===== config.mk =====
export PLATFORM = sky130hd
export DESIGN_NAME = audio_play_sched_flat
export DESIGN_NICKNAME = d
export VERILOG_FILES = /design/src/rtl/audio_play_sched_if.sv /design/src/rtl/audio_play_sched.sv /design/src/flat_wrapper.sv
export SDC_FILE = /design/constraint.sdc
export NUM_CORES = 1
export LEC_CHECK = 0
export CORE_ASPECT_RATIO = 0.6
export CORE_UTILIZATION = 50
export CTS_CLUSTER_DIAMETER = 60
export CTS_CLUSTER_SIZE = 40
export DETAILED_ROUTE_END_ITERATION = 7
export PLACE_DENSITY_LB_ADDON = 0.1
export SETUP_SLACK_MARGIN = 0.2
export SLEW_MARGIN = 5
export SYNTH_ARGS = -nofsm -noshare
export SYNTH_HDL_FRONTEND = slang
export SYNTH_SLANG_ARGS = --single-unit
export TNS_END_PERCENT = 100

===== constraint.sdc =====
create_clock -name clk -period 2.8 [get_ports clk]
set_clock_uncertainty 0.2 [all_clocks]
set_input_delay 0.42 -clock clk [delete_from_list [all_inputs] [get_ports clk]]
set_output_delay 0.42 -clock clk [all_outputs]
set_load 0.05 [all_outputs]

===== src/rtl/audio_play_sched_if.sv =====
// Sample-source handshake bundle shared by the mic-loopback and tone-player
// sources feeding the playback scheduler.
interface audio_play_sched_if;
    logic        req0_valid;
    logic [15:0] req0_data;
    logic        req0_ready;
    logic        req1_valid;
    logic [15:0] req1_data;
    logic        req1_ready;

    // Source side: offers samples, observes acceptance.
    modport master (
        output req0_valid, req0_data,
        input  req0_ready,
        output req1_valid, req1_data,
        input  req1_ready
    );

    // Scheduler side: samples offers, issues acceptance.
    modport slave (
        input  req0_valid, req0_data,
        output req0_ready,
        input  req1_valid, req1_data,
        output req1_ready
    );
endinterface


===== src/rtl/audio_play_sched.sv =====
// Playback scheduler: shares one 16-bit PWM serializer between two sample
// sources. Generates bit/frame timing, takes one sample per frame using
// round-robin arbitration, and sequences amplifier power (wake, idle sleep,
// disable).
module audio_play_sched #(
    parameter int unsigned DIV         = 64,
    parameter int unsigned IDLE_FRAMES = 8,
    parameter int unsigned WAKE_FRAMES = 2
) (
    input  logic               clk,
    input  logic               reset,
    input  logic               enable,
    audio_play_sched_if.slave  req,
    output logic               bit_tick,
    output logic               ser_load,
    output logic [15:0]        ser_data,
    output logic               amp_sd,
    output logic               active_src,
    output logic               underrun
);

    localparam int unsigned DW = (DIV > 2) ? $clog2(DIV) : 1;
    localparam int unsigned IW = (IDLE_FRAMES > 1) ? $clog2(IDLE_FRAMES + 1) : 1;
    localparam int unsigned WW = (WAKE_FRAMES > 1) ? $clog2(WAKE_FRAMES + 1) : 1;

    localparam logic [DW-1:0] DMAX = DW'(DIV - 1);
    localparam logic [IW-1:0] IMAX = IW'(IDLE_FRAMES);
    localparam logic [WW-1:0] WMAX = WW'(WAKE_FRAMES);

    typedef enum logic [1:0] {
        ST_OFF,
        ST_WAKE,
        ST_RUN,
        ST_SLEEP
    } state_t;

    state_t        state, state_d;
    logic [DW-1:0] dcnt;
    logic [3:0]    bcnt;
    logic          frame_start;
    logic          last_grant, last_d;
    logic [IW-1:0] idle_cnt, idle_d, idle_inc;
    logic [WW-1:0] wake_cnt, wake_d, wake_inc;
    logic          amp_d, load_d, src_d;
    logic [15:0]   data_d;
    logic          any_valid, grant1;

    assign bit_tick    = (state != ST_OFF) && (dcnt == DMAX);
    assign frame_start = bit_tick && (bcnt == 4'd15);

    // Bit divider and bit-in-frame counter; parked at zero while powered off.
    always_ff @(posedge clk or negedge reset) begin
        if (!reset) begin
            dcnt <= '0;
            bcnt <= '0;
        end else if (state == ST_OFF) begin
            dcnt <= '0;
            bcnt <= '0;
        end else begin
            dcnt <= bit_tick ? '0 : dcnt + DW'(1);
            if (bit_tick) begin
                bcnt <= bcnt + 4'd1;
            end
        end
    end

    // Next-state, arbitration and frame-start decisions.
    always_comb begin
        state_d        = state;
        amp_d          = amp_sd;
        load_d         = 1'b0;
        data_d         = ser_data;
        src_d          = active_src;
        last_d         = last_grant;
        idle_d         = idle_cnt;
        wake_d         = wake_cnt;
        req.req0_ready = 1'b0;
        req.req1_ready = 1'b0;
        underrun       = 1'b0;
        idle_inc       = idle_cnt + IW'(1);
        wake_inc       = wake_cnt + WW'(1);
        any_valid      = req.req0_valid || req.req1_valid;
        // On a tie the source that did not win last time takes the frame.
        grant1         = (req.req0_valid && req.req1_valid) ? ~last_grant : req.req1_valid;

        if (state == ST_OFF) begin
            if (enable) begin
                state_d = ST_WAKE;
                amp_d   = 1'b1;
                wake_d  = '0;
                idle_d  = '0;
            end
        end else if (frame_start) begin
            if (!enable) begin
                // Shutdown takes effect only at a frame boundary so the
                // frame in flight is never truncated.
                state_d = ST_OFF;
                amp_d   = 1'b0;
            end else begin
                case (state)
                    ST_WAKE: begin
                        load_d = 1'b1;
                        data_d = '0;
                        wake_d = wake_inc;
                        if (wake_inc == WMAX) begin
                            state_d = ST_RUN;
                        end
                    end
                    ST_RUN: begin
                        load_d = 1'b1;
                        if (any_valid) begin
                            idle_d = '0;
                            src_d  = grant1;
                            last_d = grant1;
                            if (grant1) begin
                                req.req1_ready = 1'b1;
                                data_d         = req.req1_data;
                            end else begin
                                req.req0_ready = 1'b1;
                                data_d         = req.req0_data;
                            end
                        end else begin
                            underrun = 1'b1;
                            data_d   = '0;
                            idle_d   = idle_inc;
                            if (idle_inc == IMAX) begin
                                state_d = ST_SLEEP;
                                amp_d   = 1'b0;
                            end
                        end
                    end
                    ST_SLEEP: begin
                        if (any_valid) begin
                            state_d = ST_WAKE;
                            amp_d   = 1'b1;
                            wake_d  = '0;
                            idle_d  = '0;
                        end
                    end
                    default: begin
                        state_d = ST_OFF;
                    end
                endcase
            end
        end
    end

    // State, serializer outputs and bookkeeping registers.
    always_ff @(posedge clk or negedge reset) begin
        if (!reset) begin
            state      <= ST_OFF;
            amp_sd     <= 1'b0;
            ser_load   <= 1'b0;
            ser_data   <= '0;
            active_src <= 1'b0;
            last_grant <= 1'b1;
            idle_cnt   <= '0;
            wake_cnt   <= '0;
        end else begin
            state      <= state_d;
            amp_sd     <= amp_d;
            ser_load   <= load_d;
            ser_data   <= data_d;
            active_src <= src_d;
            last_grant <= last_d;
            idle_cnt   <= idle_d;
            wake_cnt   <= wake_d;
        end
    end

endmodule


===== src/flat_wrapper.sv =====
// flat-port wrapper written by rule: the top's interface ports become plain ports
module audio_play_sched_flat 
#(
    parameter int unsigned DIV         = 64,
    parameter int unsigned IDLE_FRAMES = 8,
    parameter int unsigned WAKE_FRAMES = 2
)
  (clk, reset, enable, bit_tick, ser_load, ser_data, amp_sd, active_src, underrun, req_req0_valid, req_req0_data, req_req0_ready, req_req1_valid, req_req1_data, req_req1_ready);
  audio_play_sched_if req_i ();
  input  logic clk;
  input  logic reset;
  input  logic enable;
  output logic bit_tick;
  output logic ser_load;
  output logic [15:0] ser_data;
  output logic amp_sd;
  output logic active_src;
  output logic underrun;
  input wire logic [$bits(req_i.req0_valid)-1:0] req_req0_valid;
  input wire logic [$bits(req_i.req0_data)-1:0] req_req0_data;
  output wire logic [$bits(req_i.req0_ready)-1:0] req_req0_ready;
  input wire logic [$bits(req_i.req1_valid)-1:0] req_req1_valid;
  input wire logic [$bits(req_i.req1_data)-1:0] req_req1_data;
  output wire logic [$bits(req_i.req1_ready)-1:0] req_req1_ready;
  assign req_i.req0_valid = req_req0_valid;
  assign req_i.req0_data = req_req0_data;
  assign req_req0_ready = req_i.req0_ready;
  assign req_i.req1_valid = req_req1_valid;
  assign req_i.req1_data = req_req1_data;
  assign req_req1_ready = req_i.req1_ready;
  audio_play_sched #(.DIV(DIV), .IDLE_FRAMES(IDLE_FRAMES), .WAKE_FRAMES(WAKE_FRAMES)) u_core (.clk(clk), .reset(reset), .enable(enable), .req(req_i), .bit_tick(bit_tick), .ser_load(ser_load), .ser_data(ser_data), .amp_sd(amp_sd), .active_src(active_src), .underrun(underrun));
endmodule

==> out/metrics.csv <==
metric,value,unit
status,"finished, final reports clean",
total_power,1.11,mW
rows,17,
ys.flop_type,dfrtp_1,
slowest_delay,0.41,ns
n_fill_cell,254,
die_area,4260,sq um
grt_pass1_wl,7820,um
antenna_found_initial,0,
rsz0062_at_grt,yes,
p_per_area,374,nW/um^2
cpLargestDelayFamily,simple AND/OR/NAND/NOR gates,
p_clk_share,41.7,%
ys_seq_area_share,47.7,%
cts-root-buf,clkbuf_8,
synth-seq-cells,38,
dr_total_vias,1649,
final_common_cell,clkdlybuf4s50_1,
busiest_layer,met2,
cp_cell_sequence,"inv_2, ha_2, and2b_4, nand2_4, or3_4, nor2_4, buf_12",
grt_usage,24.0,%
dp_hpwl,3290,um
path_class,reg2out,
synthArstFlopShare,100,%
setup_viol,0,
critPathMaxFanout,5,
switchingPower,0.238,mW
dpl-instance-area,2680,sq um
area_delta_synth_final,48.3,%
met2_usage,36.3,%
tritoncts,built,
hold_viol,0,
cp.arrival,1.94,ns
io_buffers,59,
path_buf_inv,2,
ctsHoldBuffers,0,
io_pins,60,
worst_ep_required_time,2.18,ns
synth_warnings,0,
syn-num-nets,235,
grt.met1_usage,34.5,%
cp-end-kind,primary output,
cp_slowest_cell,or3_4,
htree_levels,2,
power_frac_seq,49.4,%
globalRouteOverflowTotal,0,
remaining_drc_errors,0,
clkTransAtPathRegs,0.08,ns
setup_slack,0.238,ns
coreArea,3740,sq um
cts_buffers,5,
vdd_drop_max,0.000299,V
fin_nets,313,
gr-usage-met3,6.30,%
drtIter0Drc,63,
maxSlewHeadroom,44.3,%
grt_pass1_vias,1564,
place_ws,0.280,ns
avgSynthCellArea,10.6,sq um
cts_sinks,38,
synth-edff-count,0,
die_x,83.6,um
regArea,952,sq um
finalMaxSlewViolations,0,
internal-power,0.871,mW
final_area,2960,sq um
dr.pass1.iters,4,
combPwrFrac,8.9,%
drive_gt1_share,21.3,%
multi_input_area,1070,sq um
clk_path_buf_depth,2,
fin_crit,2.56,ns
post-route-period-util,91.5,%
viasPerCell,5.25,
syn_inst,188,
swShare,21.4,%
drv_cap,0,
hp-class,in2async,
ant_nets,0,
final_cell_mix,"54 x clkdlybuf4s50_1, 37 x dfrtp_1, 27 x nand2_1",
worst_pin_slew,0.835,ns
grt_max_degree,39,
tns,0,ns
initial_utilization,53.4,%
gp_congestion,0.794,
p_leak,1.35,nW
fmax,390,MHz
ys_types,46,
routed_wl,4890,um
diodes,0,
avgRoutedWirePerCell,15.6,um
synth_area,2000,sq um
clock_latency,0.29,ns
die_height,51.0,um
worst_setup_path_start_kind,flop,
-- synthesized netlist by cell type, types with 3 or more instances --
cell type | instances | area (sq um)
xor2_1 | 4 | 35.0
nand2_1 | 28 | 105
xnor2_1 | 4 | 35.0
o21ai_1 | 10 | 50.1
inv_1 | 5 | 18.8
nor3_1 | 4 | 20.0
mux2i_1 | 20 | 200
nor4_1 | 3 | 18.8
nand3_1 | 4 | 20.0
dfrtp_1 | 37 | 926
o21ai_0 | 7 | 35.0
ha_1 | 10 | 125
a21o_1 | 3 | 22.5
nor2_1 | 11 | 41.3
-- final timing paths --
path                       cells past startpoint  slack, ns                   to           startpoint
max                                            7       0.24       req_req0_ready      u_core.state[0]
min                                            1       0.03   u_core.ser_data[7]                reset
max reg2reg                                    7       0.55   u_core.idle_cnt[2]      u_core.state[0]
min reg2reg                                    2       0.28  u_core.ser_data[11]  u_core.ser_data[11]
max in group asynchronous                      1       1.85       u_core.dcnt[4]                reset
min in group clk                               2       0.28  u_core.ser_data[11]  u_core.ser_data[11]
-- power groups by stage --
stage | Clock, mW | Sequential [mW] | Combinational, mW
after floorplan | 0 | 0.559 | 0.0271
after global placement | 0 | 0.559 | 0.0936
after detailed placement | 0 | 0.559 | 0.0953
after CTS | 0.463 | 0.548 | 0.0956
after global routing | 0.487 | 0.548 | 0.107
final | 0.463 | 0.548 | 0.0985
-- sequential cells by signal (all words and copies together) (netlist names), 2 cells and up --
| name | count |
|---|---|
| u_core.bcnt | 4 |
| u_core.dcnt | 6 |
| u_core.idle_cnt | 4 |
| u_core.ser_data | 16 |
| u_core.state | 2 |
| u_core.wake_cnt | 2 |
-- through the flow --
| step | std cells | hold slack [ns] | util, % |
|---|---|---|---|
| 2_1_floorplan | 188 | -0.0756 | - |
| 3_3_place_gp | 291 | 0.255 | 71.6 |
| 3_5_place_dp | 291 | 0.270 | 71.6 |
| 4_1_cts | 305 | 0.0506 | 76.8 |
| 5_1_grt | 314 | 0.0975 | 79.1 |
| 6_report | 314 | 0.0320 | 79.1 |
-- final cells by class --
| cell class | instances | share of cell area, % |
|---|---|---|
| Clock buffer | 5 | 2.32 |
| Clock inverter | 3 | 1.35 |
| Inverter | 6 | 0.760 |
| Multi-Input combinational cell | 138 | 36.2 |
| Sequential cell | 38 | 32.1 |
| Tap cell | 47 | 1.98 |
| Timing Repair Buffer | 77 | 25.3 |
-- cells by family after synthesis --
group	after synthesis	share of synthesized area (%)
and+or+nand+nor	67	18.3
DFF	38	47.7
AOI/OAI and AO/OA	32	10.7
muxes	21	10.6
buffers and inverters	12	2.94
adders and majority gates	10	6.26
xor gates and xnor gates	8	3.51
-- layer usage --
metal,vias up,share of wire [%],wire (um)
met3,7,6.0,296
met4,0,0.78,38
met5,-,0,0
met2,55,44,2140
li1,817,-,-
met1,770,49,2420
-- timing repair --
action,CTS,global route
pin swaps,3,4
buffers inserted,6,9
endpoints found under the setup margin,3,1
resized for setup,8,6
No activity file was read; power rests on OpenSTA's default activity.
